## src/rtl/btn_input_frontend_pkg.sv

```systemverilog
// Shared definitions for the button/switch input front end.
// - db_state_e : debounce state encoding (also decoded by text_screen_gen)
// - BTN_*      : bit index of each push-button in btn_in/btn_level/btn_tick
// - cnt_width  : counter width able to hold the largest load value
package btn_input_frontend_pkg;

  typedef enum logic [1:0] {
    ZERO  = 2'd0,
    WAIT1 = 2'd1,
    ONE   = 2'd2,
    WAIT0 = 2'd3
  } db_state_e;

  localparam int unsigned BTN_SET   = 0;
  localparam int unsigned BTN_UP    = 1;
  localparam int unsigned BTN_DOWN  = 2;
  localparam int unsigned BTN_RIGHT = 3;
  localparam int unsigned BTN_LEFT  = 4;

  function automatic int unsigned cnt_width(input int unsigned a,
                                            input int unsigned b,
                                            input int unsigned c);
    int unsigned m;
    m = a;
    if (b > m) m = b;
    if (c > m) m = c;
    return $clog2(m + 1);
  endfunction

endpackage

```

## src/rtl/btn_input_frontend_if.sv

```systemverilog
// Signal bundle between the raw board inputs and text_screen_gen.
// - btn_in    : raw asynchronous push-buttons, active-high
// - sw_in     : raw asynchronous slide switches
// - btn_level : debounced button level
// - btn_tick  : one-cycle pulse per accepted press or auto-repeat
// - sw_sync   : synchronised switches
// master drives the raw inputs, slave is the front end itself.
interface btn_input_frontend_if
  import btn_input_frontend_pkg::*;
#(
  parameter int unsigned N_BTN = 5,
  parameter int unsigned N_SW  = 7
);
  logic [N_BTN-1:0] btn_in;
  logic [N_SW-1:0]  sw_in;
  logic [N_BTN-1:0] btn_level;
  logic [N_BTN-1:0] btn_tick;
  logic [N_SW-1:0]  sw_sync;

  modport master (
    output btn_in,
    output sw_in,
    input  btn_level,
    input  btn_tick,
    input  sw_sync
  );

  modport slave (
    input  btn_in,
    input  sw_in,
    output btn_level,
    output btn_tick,
    output sw_sync
  );
endinterface

```

## src/rtl/btn_input_frontend_db_repeat_fsm.sv

```systemverilog
// One push-button: 2-flop synchroniser, debounce FSM and auto-repeat.
// - clk, reset : system clock, synchronous active-high reset
// - btn_raw    : raw asynchronous button input
// - level      : debounced level (high in ONE and WAIT0)
// - tick       : one-cycle pulse on accepted press and on each repeat
module btn_input_frontend_db_repeat_fsm
  import btn_input_frontend_pkg::*;
#(
  parameter int unsigned DB_CYCLES  = 1_000_000,
  parameter int unsigned RPT_DELAY  = 25_000_000,
  parameter int unsigned RPT_PERIOD = 5_000_000,
  parameter bit          RPT_EN     = 1'b1
) (
  input  logic clk,
  input  logic reset,
  input  logic btn_raw,
  output logic level,
  output logic tick
);
  localparam int unsigned CW = cnt_width(DB_CYCLES, RPT_DELAY, RPT_PERIOD);
  localparam logic [CW-1:0] DB_LOAD    = CW'(DB_CYCLES - 1);
  localparam logic [CW-1:0] DELAY_LOAD = CW'(RPT_DELAY - 1);
  localparam logic [CW-1:0] PER_LOAD   = CW'(RPT_PERIOD - 1);
  localparam logic [CW-1:0] CNT_ONE    = CW'(1);

  logic [1:0]    sync_q;
  logic          s;
  db_state_e     state;
  logic [CW-1:0] db_cnt;
  logic [CW-1:0] rpt_cnt;

  assign s = sync_q[1];

  always_ff @(posedge clk) begin
    if (reset) begin
      sync_q  <= '0;
      state   <= ZERO;
      db_cnt  <= '0;
      rpt_cnt <= '0;
      level   <= 1'b0;
      tick    <= 1'b0;
    end else begin
      sync_q <= {sync_q[0], btn_raw};
      tick   <= 1'b0;
      case (state)
        ZERO: begin
          if (s) begin
            state  <= WAIT1;
            db_cnt <= DB_LOAD;
          end
        end
        WAIT1: begin
          if (!s) begin
            state <= ZERO;
          end else if (db_cnt == '0) begin
            state   <= ONE;
            level   <= 1'b1;
            tick    <= 1'b1;
            rpt_cnt <= DELAY_LOAD;
          end else begin
            db_cnt <= db_cnt - CNT_ONE;
          end
        end
        ONE, WAIT0: begin
          // ONE and WAIT0 share the s=1 path: a bounce back from WAIT0
          // re-enters ONE and resumes the repeat count on that same edge.
          if (!s) begin
            if (state == ONE) begin
              state  <= WAIT0;
              db_cnt <= DB_LOAD;
            end else if (db_cnt == '0) begin
              state <= ZERO;
              level <= 1'b0;
            end else begin
              db_cnt <= db_cnt - CNT_ONE;
            end
          end else begin
            state <= ONE;
            if (RPT_EN) begin
              if (rpt_cnt == '0) begin
                tick    <= 1'b1;
                rpt_cnt <= PER_LOAD;
              end else begin
                rpt_cnt <= rpt_cnt - CNT_ONE;
              end
            end
          end
        end
        default: state <= ZERO;
      endcase
    end
  end

endmodule

```

## src/rtl/btn_input_frontend.sv

```systemverilog
// Input conditioning for text_screen_gen.
// - clk, reset : 50 MHz system clock, synchronous active-high reset
// - bus        : slave side of btn_input_frontend_if
//                (btn_in/sw_in in; btn_level/btn_tick/sw_sync out)
// Each button gets its own debounce/repeat FSM; switches are only synchronised.
module btn_input_frontend
  import btn_input_frontend_pkg::*;
#(
  parameter int unsigned      N_BTN      = 5,
  parameter int unsigned      N_SW       = 7,
  parameter int unsigned      DB_CYCLES  = 1_000_000,
  parameter int unsigned      RPT_DELAY  = 25_000_000,
  parameter int unsigned      RPT_PERIOD = 5_000_000,
  parameter logic [N_BTN-1:0] RPT_MASK   = N_BTN'(5'b11110)
) (
  input logic                clk,
  input logic                reset,
  btn_input_frontend_if.slave bus
);
  logic [N_BTN-1:0] level_w;
  logic [N_BTN-1:0] tick_w;
  logic [N_SW-1:0]  sw_meta;

  for (genvar i = 0; i < N_BTN; i++) begin : g_btn
    btn_input_frontend_db_repeat_fsm #(
      .DB_CYCLES (DB_CYCLES),
      .RPT_DELAY (RPT_DELAY),
      .RPT_PERIOD(RPT_PERIOD),
      .RPT_EN    (RPT_MASK[i])
    ) u_fsm (
      .clk    (clk),
      .reset  (reset),
      .btn_raw(bus.btn_in[i]),
      .level  (level_w[i]),
      .tick   (tick_w[i])
    );
  end

  assign bus.btn_level = level_w;
  assign bus.btn_tick  = tick_w;

  always_ff @(posedge clk) begin
    if (reset) begin
      sw_meta     <= '0;
      bus.sw_sync <= '0;
    end else begin
      sw_meta     <= bus.sw_in;
      bus.sw_sync <= sw_meta;
    end
  end

endmodule

```

## src/flat_wrapper.sv

```systemverilog
// flat-port wrapper written by rule: the top's interface ports become plain ports
module btn_input_frontend_flat import btn_input_frontend_pkg::*;
#(
  parameter int unsigned      N_BTN      = 5,
  parameter int unsigned      N_SW       = 7,
  parameter int unsigned      DB_CYCLES  = 1_000_000,
  parameter int unsigned      RPT_DELAY  = 25_000_000,
  parameter int unsigned      RPT_PERIOD = 5_000_000,
  parameter logic [N_BTN-1:0] RPT_MASK   = N_BTN'(5'b11110)
)
  (clk, reset, bus_btn_in, bus_sw_in, bus_btn_level, bus_btn_tick, bus_sw_sync);
  btn_input_frontend_if #(.N_BTN(N_BTN), .N_SW(N_SW)) bus_i ();
  input logic clk;
  input logic reset;
  input wire logic [$bits(bus_i.btn_in)-1:0] bus_btn_in;
  input wire logic [$bits(bus_i.sw_in)-1:0] bus_sw_in;
  output wire logic [$bits(bus_i.btn_level)-1:0] bus_btn_level;
  output wire logic [$bits(bus_i.btn_tick)-1:0] bus_btn_tick;
  output wire logic [$bits(bus_i.sw_sync)-1:0] bus_sw_sync;
  assign bus_i.btn_in = bus_btn_in;
  assign bus_i.sw_in = bus_sw_in;
  assign bus_btn_level = bus_i.btn_level;
  assign bus_btn_tick = bus_i.btn_tick;
  assign bus_sw_sync = bus_i.sw_sync;
  btn_input_frontend #(.N_BTN(N_BTN), .N_SW(N_SW), .DB_CYCLES(DB_CYCLES), .RPT_DELAY(RPT_DELAY), .RPT_PERIOD(RPT_PERIOD), .RPT_MASK(RPT_MASK)) u_core (.clk(clk), .reset(reset), .bus(bus_i));
endmodule
```

## config.mk

```make
export PLATFORM = sky130hd
export DESIGN_NAME = btn_input_frontend_flat
export DESIGN_NICKNAME = d
export VERILOG_FILES = /design/src/rtl/btn_input_frontend_pkg.sv /design/src/rtl/btn_input_frontend_if.sv /design/src/rtl/btn_input_frontend_db_repeat_fsm.sv /design/src/rtl/btn_input_frontend.sv /design/src/flat_wrapper.sv
export SDC_FILE = /design/constraint.sdc
export NUM_CORES = 1
export LEC_CHECK = 0
export CAP_MARGIN = 20
export CORE_ASPECT_RATIO = 0.6
export CORE_MARGIN = 5
export CORE_UTILIZATION = 55
export DETAILED_ROUTE_END_ITERATION = 7
export GPL_TIMING_DRIVEN = 0
export PLACE_DENSITY = 0.74
export SLEW_MARGIN = 20
export SYNTH_ARGS = -nofsm -noshare
export SYNTH_HDL_FRONTEND = slang
export SYNTH_SLANG_ARGS = --single-unit
```

## constraint.sdc

```tcl
create_clock -name clk -period 3.4 [get_ports clk]
set_input_delay 1.02 -clock clk [delete_from_list [all_inputs] [get_ports clk]]
set_output_delay 1.02 -clock clk [all_outputs]
set_load 0.005 [all_outputs]
```

# [Word level (Yosys, flattened, before mapping)]
# Cells that the tools add are included.
[op_classes] reduce_logical=44 n_eq_ne=59 add_sub_neg=9 n_mux=136 bitwise=2
[ops] operator="$mux W25" n=41
[ops] operator="$pmux W25 S3" n=5
[ops] operator="$logic_not A25 Y1" n=9
[ops] operator="$sub A25 B1 Y25 const B" n=9
[ops] operator="$pmux W25 S2" n=4
[ops] operator="$ne A2 B2 Y1 const B" n=34
[ops] operator="$mux W2" n=30
[ops] operator="$mux W1" n=42
[ops] operator="$pmux W2 S3" n=5
[ops] operator="$reduce_and A3 Y1" n=10
[ops] operator="$reduce_and A6 Y1" n=5
[ops] operator="$eq A2 B2 Y1 const B" n=10
[ops] operator="$ne A4 B4 Y1 const B" n=5
[ops] operator="$pmux W1 S2" n=9
[ops] operator="$reduce_and A4 Y1" n=4
[ops] operator="$ne A3 B3 Y1 const B" n=5
[ops] operator="$eq A2 B1 Y1 const B" n=5
[ops] operator="$logic_not A2 Y1" n=5
[ops] operator="$reduce_bool A2 Y1" n=5
[ops] operator="$reduce_or A2 Y1" n=5
[ops] operator="$reduce_or A3 Y1" n=1
[ops] operator="$not A1 Y1" n=2
[word_totals] input_bits=14 elab_cells=281 reg_bits=269 output_inout_bits=17

# [Depth between registers and ports, before layout]
[depth] word_depth=5 ltp_mapped=9 ltp_nobuf=7

# [By module]
# Synthesis repeated with hierarchy kept, for this count alone.
[unflattened] hier_cells=1654 hier_area_um2=14199.9
[modules_own_cells] mod="btn_input_frontend_db_repeat_fsm (u_core.g_btn[1].u_fsm ...)" area_per_inst_um2=3088.0 cells_each=363 seq_area_each_um2=1121.1 instances=2
[modules_own_cells] mod="btn_input_frontend_db_repeat_fsm (u_core.g_btn[2].u_fsm ...)" area_per_inst_um2=3015.4 cells_each=361 seq_area_each_um2=1121.1 instances=2
[modules_own_cells] mod="btn_input_frontend_db_repeat_fsm (u_core.g_btn[0].u_fsm)" area_per_inst_um2=1585.3 cells_each=177 seq_area_each_um2=620.6 instances=1
[modules_own_cells] mod="btn_input_frontend" area_per_inst_um2=407.9 cells_each=29 seq_area_each_um2=280.3 instances=1

# [Least setup slack after synthesis]
# No wires, ideal clock.
[synth_path] path_type="reg2reg" start="register u_core.g_btn[0].u_fsm.db_cnt[0]" end="register u_core.g_btn[0].u_fsm.level" n_path_buf=1 required_ns=3.330 synth_period_minus_slack_ns=2.414 arrival_time_ns=2.344 setup_time_ns=0.070 path_stages_with_launch=9 slack_ns=0.986 path_cell_list="dfxtp_1 inv_1 ha_1 or3b_2 or4_1 clkbuf_1 or3_1 a21o_1 a21oi_1"
[synth_via] elab_chain_cells=3 word_cells_on_any_way=4 classes_between="eq/ne: 2; reduce/logical: 2"
[synth_lines] element="from (decl)" line="btn_input_frontend_db_repeat_fsm.sv:29" rtl="logic [CW-1:0] db_cnt;"
[synth_lines] element="from (signal assigned)" line="btn_input_frontend_db_repeat_fsm.sv:61" rtl="db_cnt <= db_cnt - CNT_ONE;"
[synth_lines] element="from (signal assigned)" line="btn_input_frontend_db_repeat_fsm.sv:75" rtl="db_cnt <= db_cnt - CNT_ONE;"
[synth_lines] element="$logic_not A25 Y1 (*)" line="btn_input_frontend_db_repeat_fsm.sv:55, btn_input_frontend_db_repeat_fsm.sv:71"
[synth_lines] element="$ne A2 B2 Y1 (no source line)"
[synth_lines] element="$reduce_and A6 Y1 (no source line) (*)"
[synth_lines] element="to (signal assigned)" line="btn_input_frontend_db_repeat_fsm.sv:40" rtl="level <= 1'b0;"
[synth_lines] element="to (signal assigned)" line="btn_input_frontend_db_repeat_fsm.sv:57" rtl="level <= 1'b1;"
[synth_lines] element="to (signal assigned)" line="btn_input_frontend_db_repeat_fsm.sv:73" rtl="level <= 1'b0;"
[synth_lines] element="to (decl)" line="btn_input_frontend_db_repeat_fsm.sv:17" rtl="output logic level,"
# Mark *: on every way between the ends. The rest lies on a longest branch, timed or not.
# A chain may end at the register's enable or synchronous reset.

# [Final worst setup path]
[layout_path] start="input port reset" end="register u_core.g_btn[4].u_fsm.rpt_cnt[17]"
[layout_lines] element="from (decl)" line="flat_wrapper.sv:14" rtl="input logic reset;"
[layout_lines] element="to (signal assigned)" line="btn_input_frontend_db_repeat_fsm.sv:84" rtl="rpt_cnt <= rpt_cnt - CNT_ONE;"
[layout_lines] element="to (decl)" line="btn_input_frontend_db_repeat_fsm.sv:30" rtl="logic [CW-1:0] rpt_cnt;"
# No word-level cell between the ends.

==> run metrics <==
peak supply drop=393 uV; largest net degree at the start of global routing=14; yosys warns=0; Post-synth EDFFs=0; sw frac=29.2%; slew margin rel.=30.5%; GPL Wtd Cong=0.934; crit end category=register; commonest non-fill, non-tap cell in the layout=dfxtp_1; adder-cell share of the synthesized area=0.823%; mux contribution to synthesized area=0.750%; DRC=0; clock sink count=269; post-synthesis xor/xnor area fraction=4.48%; Pins Over Slew Limit=0; unrepaired setup endpoints after global routing=false; TritonCTS buffer count=27; worst path required time=3.79 ns; Initial DRT Pass Iterations=6; Slew @ Worst Pin=1.03 ns; skew final=0.0109 ns; WHS=0.434 ns; PortBufs=30; clock buffer depth=3; vias in the first global route=roughly 12000; Leak Pwr=roughly 5.5 nW; post-DP HPWL=27000 um; crit path time final=3.23 ns; initial antenna violation count=0; worst skew pair latency=0.55 ns; Inst Count DP=around 2000; PwrDens=about 500 nW/um2; critical path fanouts, max=10; Post-DRT Antenna Nets=0; drt wl/cell=19.1 um; Initial Util=56.2%; Arr. time, crit path=3.62 ns; fmax=310 MHz; PnR worst setup slack=0.174 ns; global-route wire length before repair=62800 um; MaxCap Viol Count=0; Worst Hold Class=reg2reg; reg2reg setup slack=approximately 0.22 ns; aggregate global routing overflow=0; I/O Pins=31; ys flop type=dfxtp_1; Post-Place Worst Slack=-0.412 ns; n_diodes=0; Final Hold Vio Count=0; combinational share of power=17.2%; Setup crit start kind=primary input; Async SR Flop Fraction=0%; die width=214 um; main combinational cell family by area after synthesis=simple AND/OR/NAND/NOR gates; Clock power frac=39.1%; via count=13320; status=finished, final reports clean; compound-cell area share of the yosys netlist=21.1%; post-synthesis simple-gate area fraction=28.9%; initial DRC count=~1600; syn_area_per_cell=about 8.4 um2; total power draw=7.80 mW; total die area=28200 um2; WS Path Type=in2reg; cell-internal power=5.52 mW; CTS tree=built; Seq pwr share=43.7%; cell area after synthesis=13700 um2; Clk pin slew, worst setup/hold paths=0.07 ns; Final #Nets=1719; Root Buffer Master=clkbuf_16; Util after Layout=62.8%; Tcrit/Tclk final=94.9%; Die Ht=132 um; most frequent cells in the layout=dfxtp_1, nor2_1, a21oi_1, nor3_1, clkbuf_1; vias per cell=approximately 6.5; FF+latch count, synth=between 200 and 300; Core ar.=roughly 24000 um2; final setup fails=0; sequential share of the synthesized area=just under 40%; Post-Layout Cell Count=2035; Mapped Cells=about 1600; GRT Resource Usage Total=26.4%; Yosys cell types=81; share of cells above drive strength 1=under 10%; H-tree depth=1; Post-Syn Nets=1660; Routed Wire Length=38800 um; # rows=44; area grow syn2layout=11.7%; Switch Pwr=2.28 mW
cell usage after synthesis (6+ instances only):
master | instances | share of area [%]
or3_1 | 40 | 1.8
o31ai_1 | 20 | 1.1
nor2b_1 | 26 | 1.2
nand4_1 | 34 | 1.6
nand2_1 | 80 | 2.2
a31oi_1 | 40 | 1.8
or4_1 | 46 | 2.5
xnor2_1 | 32 | 2.0
and3_1 | 26 | 1.2
ha_1 | 9 | 0.82
nor4_1 | 58 | 2.7
nand4b_1 | 9 | 0.58
mux2i_1 | 8 | 0.59
nand2b_1 | 20 | 0.91
nand3_1 | 44 | 1.6
clkbuf_1 | 80 | 2.2
nor3_1 | 94 | 3.4
buf_4 | 10 | 0.55
o21ai_1 | 8 | 0.29
xor2_1 | 38 | 2.4
or2_2 | 22 | 1.0
nand3b_1 | 6 | 0.33
and2_1 | 11 | 0.50
buf_6 | 7 | 0.58
or4b_2 | 6 | 0.44
o211ai_1 | 21 | 1.2
nor2_1 | 139 | 3.8
dfxtp_1 | 269 | 39
a311oi_1 | 19 | 1.2
and4_1 | 9 | 0.58
a211oi_1 | 22 | 1.2
o41ai_1 | 17 | 1.1
nor4b_1 | 9 | 0.58
a21o_1 | 11 | 0.60
o21ai_0 | 60 | 2.2
inv_1 | 38 | 1.0
a21oi_1 | 130 | 4.8
o21a_1 | 18 | 0.99
a2111oi_0 | 7 | 0.45
metrics by stage:
stage	instance area (um2)	TNS, ns
after floorplan	13700	0
after global placement	14400	-14.50
after detailed placement	14400	-20.99
after CTS	15300	0
after global routing	15300	0
final	15300	0
state kept, by name (all words and copies together) (netlist names), named ones only:
name / cells
u_core.sw_meta: 7
u_core.g_btn.u_fsm.state: 5
u_core.g_btn.u_fsm.sync_q: 10
u_core.g_btn.u_fsm.level: 5
u_core.g_btn.u_fsm.rpt_cnt: 100
u_core.bus.sw_sync: 7
u_core.g_btn.u_fsm.db_cnt: 125
u_core.g_btn.u_fsm.tick: 5
per-layer routing:
| layer | vias to the layer above | global-route usage, % | part of all wire, % |
|---|---|---|---|
| li1 | 6329 | - | - |
| met1 | 6325 | 42.1 | 49 |
| met2 | 616 | 36.5 | 40 |
| met3 | 50 | 5.85 | 10 |
| met4 | 0 | 4.73 | 1.6 |
| met5 | - | 0 | 0 |
cell families after synthesis:
group,after synthesis
flip-flops,269
AND/OR/NAND/NOR,705
multiplexers,10
XOR/XNOR,70
AO/OA/AOI/OAI,433
buffers and inverters,141
adder cells (fa/ha/maj),9
timing repair:
action,CTS,global route
resized for setup,0,4
hold buffers,0,0
buffers inserted,0,0
setup endpoints to repair,0,10
final timing paths:
path,end,start,cells after the start
setup / recovery,u_core.g_btn[4].u_fsm.rpt_cnt[17],reset,5
hold / removal,u_core.g_btn[1].u_fsm.db_cnt[24],u_core.g_btn[1].u_fsm.db_cnt[24],2
setup reg to reg,u_core.g_btn[1].u_fsm.rpt_cnt[18],u_core.g_btn[1].u_fsm.db_cnt[0],8
hold reg to reg,u_core.g_btn[1].u_fsm.db_cnt[24],u_core.g_btn[1].u_fsm.db_cnt[24],2
worst max-delay path: stages:
cell and delay [ns]:
clkdlybuf4s50_1 0.59, clkbuf_1 0.55, clkbuf_1 0.62, clkbuf_1 0.73, a21oi_1 0.09
power by group through the flow:
stage / logic, mW / clock network (mW) / registers, mW
after CTS: 1.31 / 3.09 / 3.41
after floorplan: 0.961 / 0 / 3.44
after global placement: 1.28 / 0 / 3.47
after global routing: 1.46 / 3.22 / 3.43
after detailed placement: 1.30 / 0 / 3.47
final: 1.34 / 3.05 / 3.41
final cells by class:
class | instances | area (um2)
flip-flops and latches | 269 | 5390
inverters | 39 | 146
clock inverters | 7 | 92.6
fillers | 2096 | 9050
plain buffers | 102 | 479
clock buffers | 39 | 801
multi-input cells | 1227 | 7670
well taps | 322 | 403
repair buffers | 30 | 300
No activity file was read; power rests on OpenSTA's default activity.
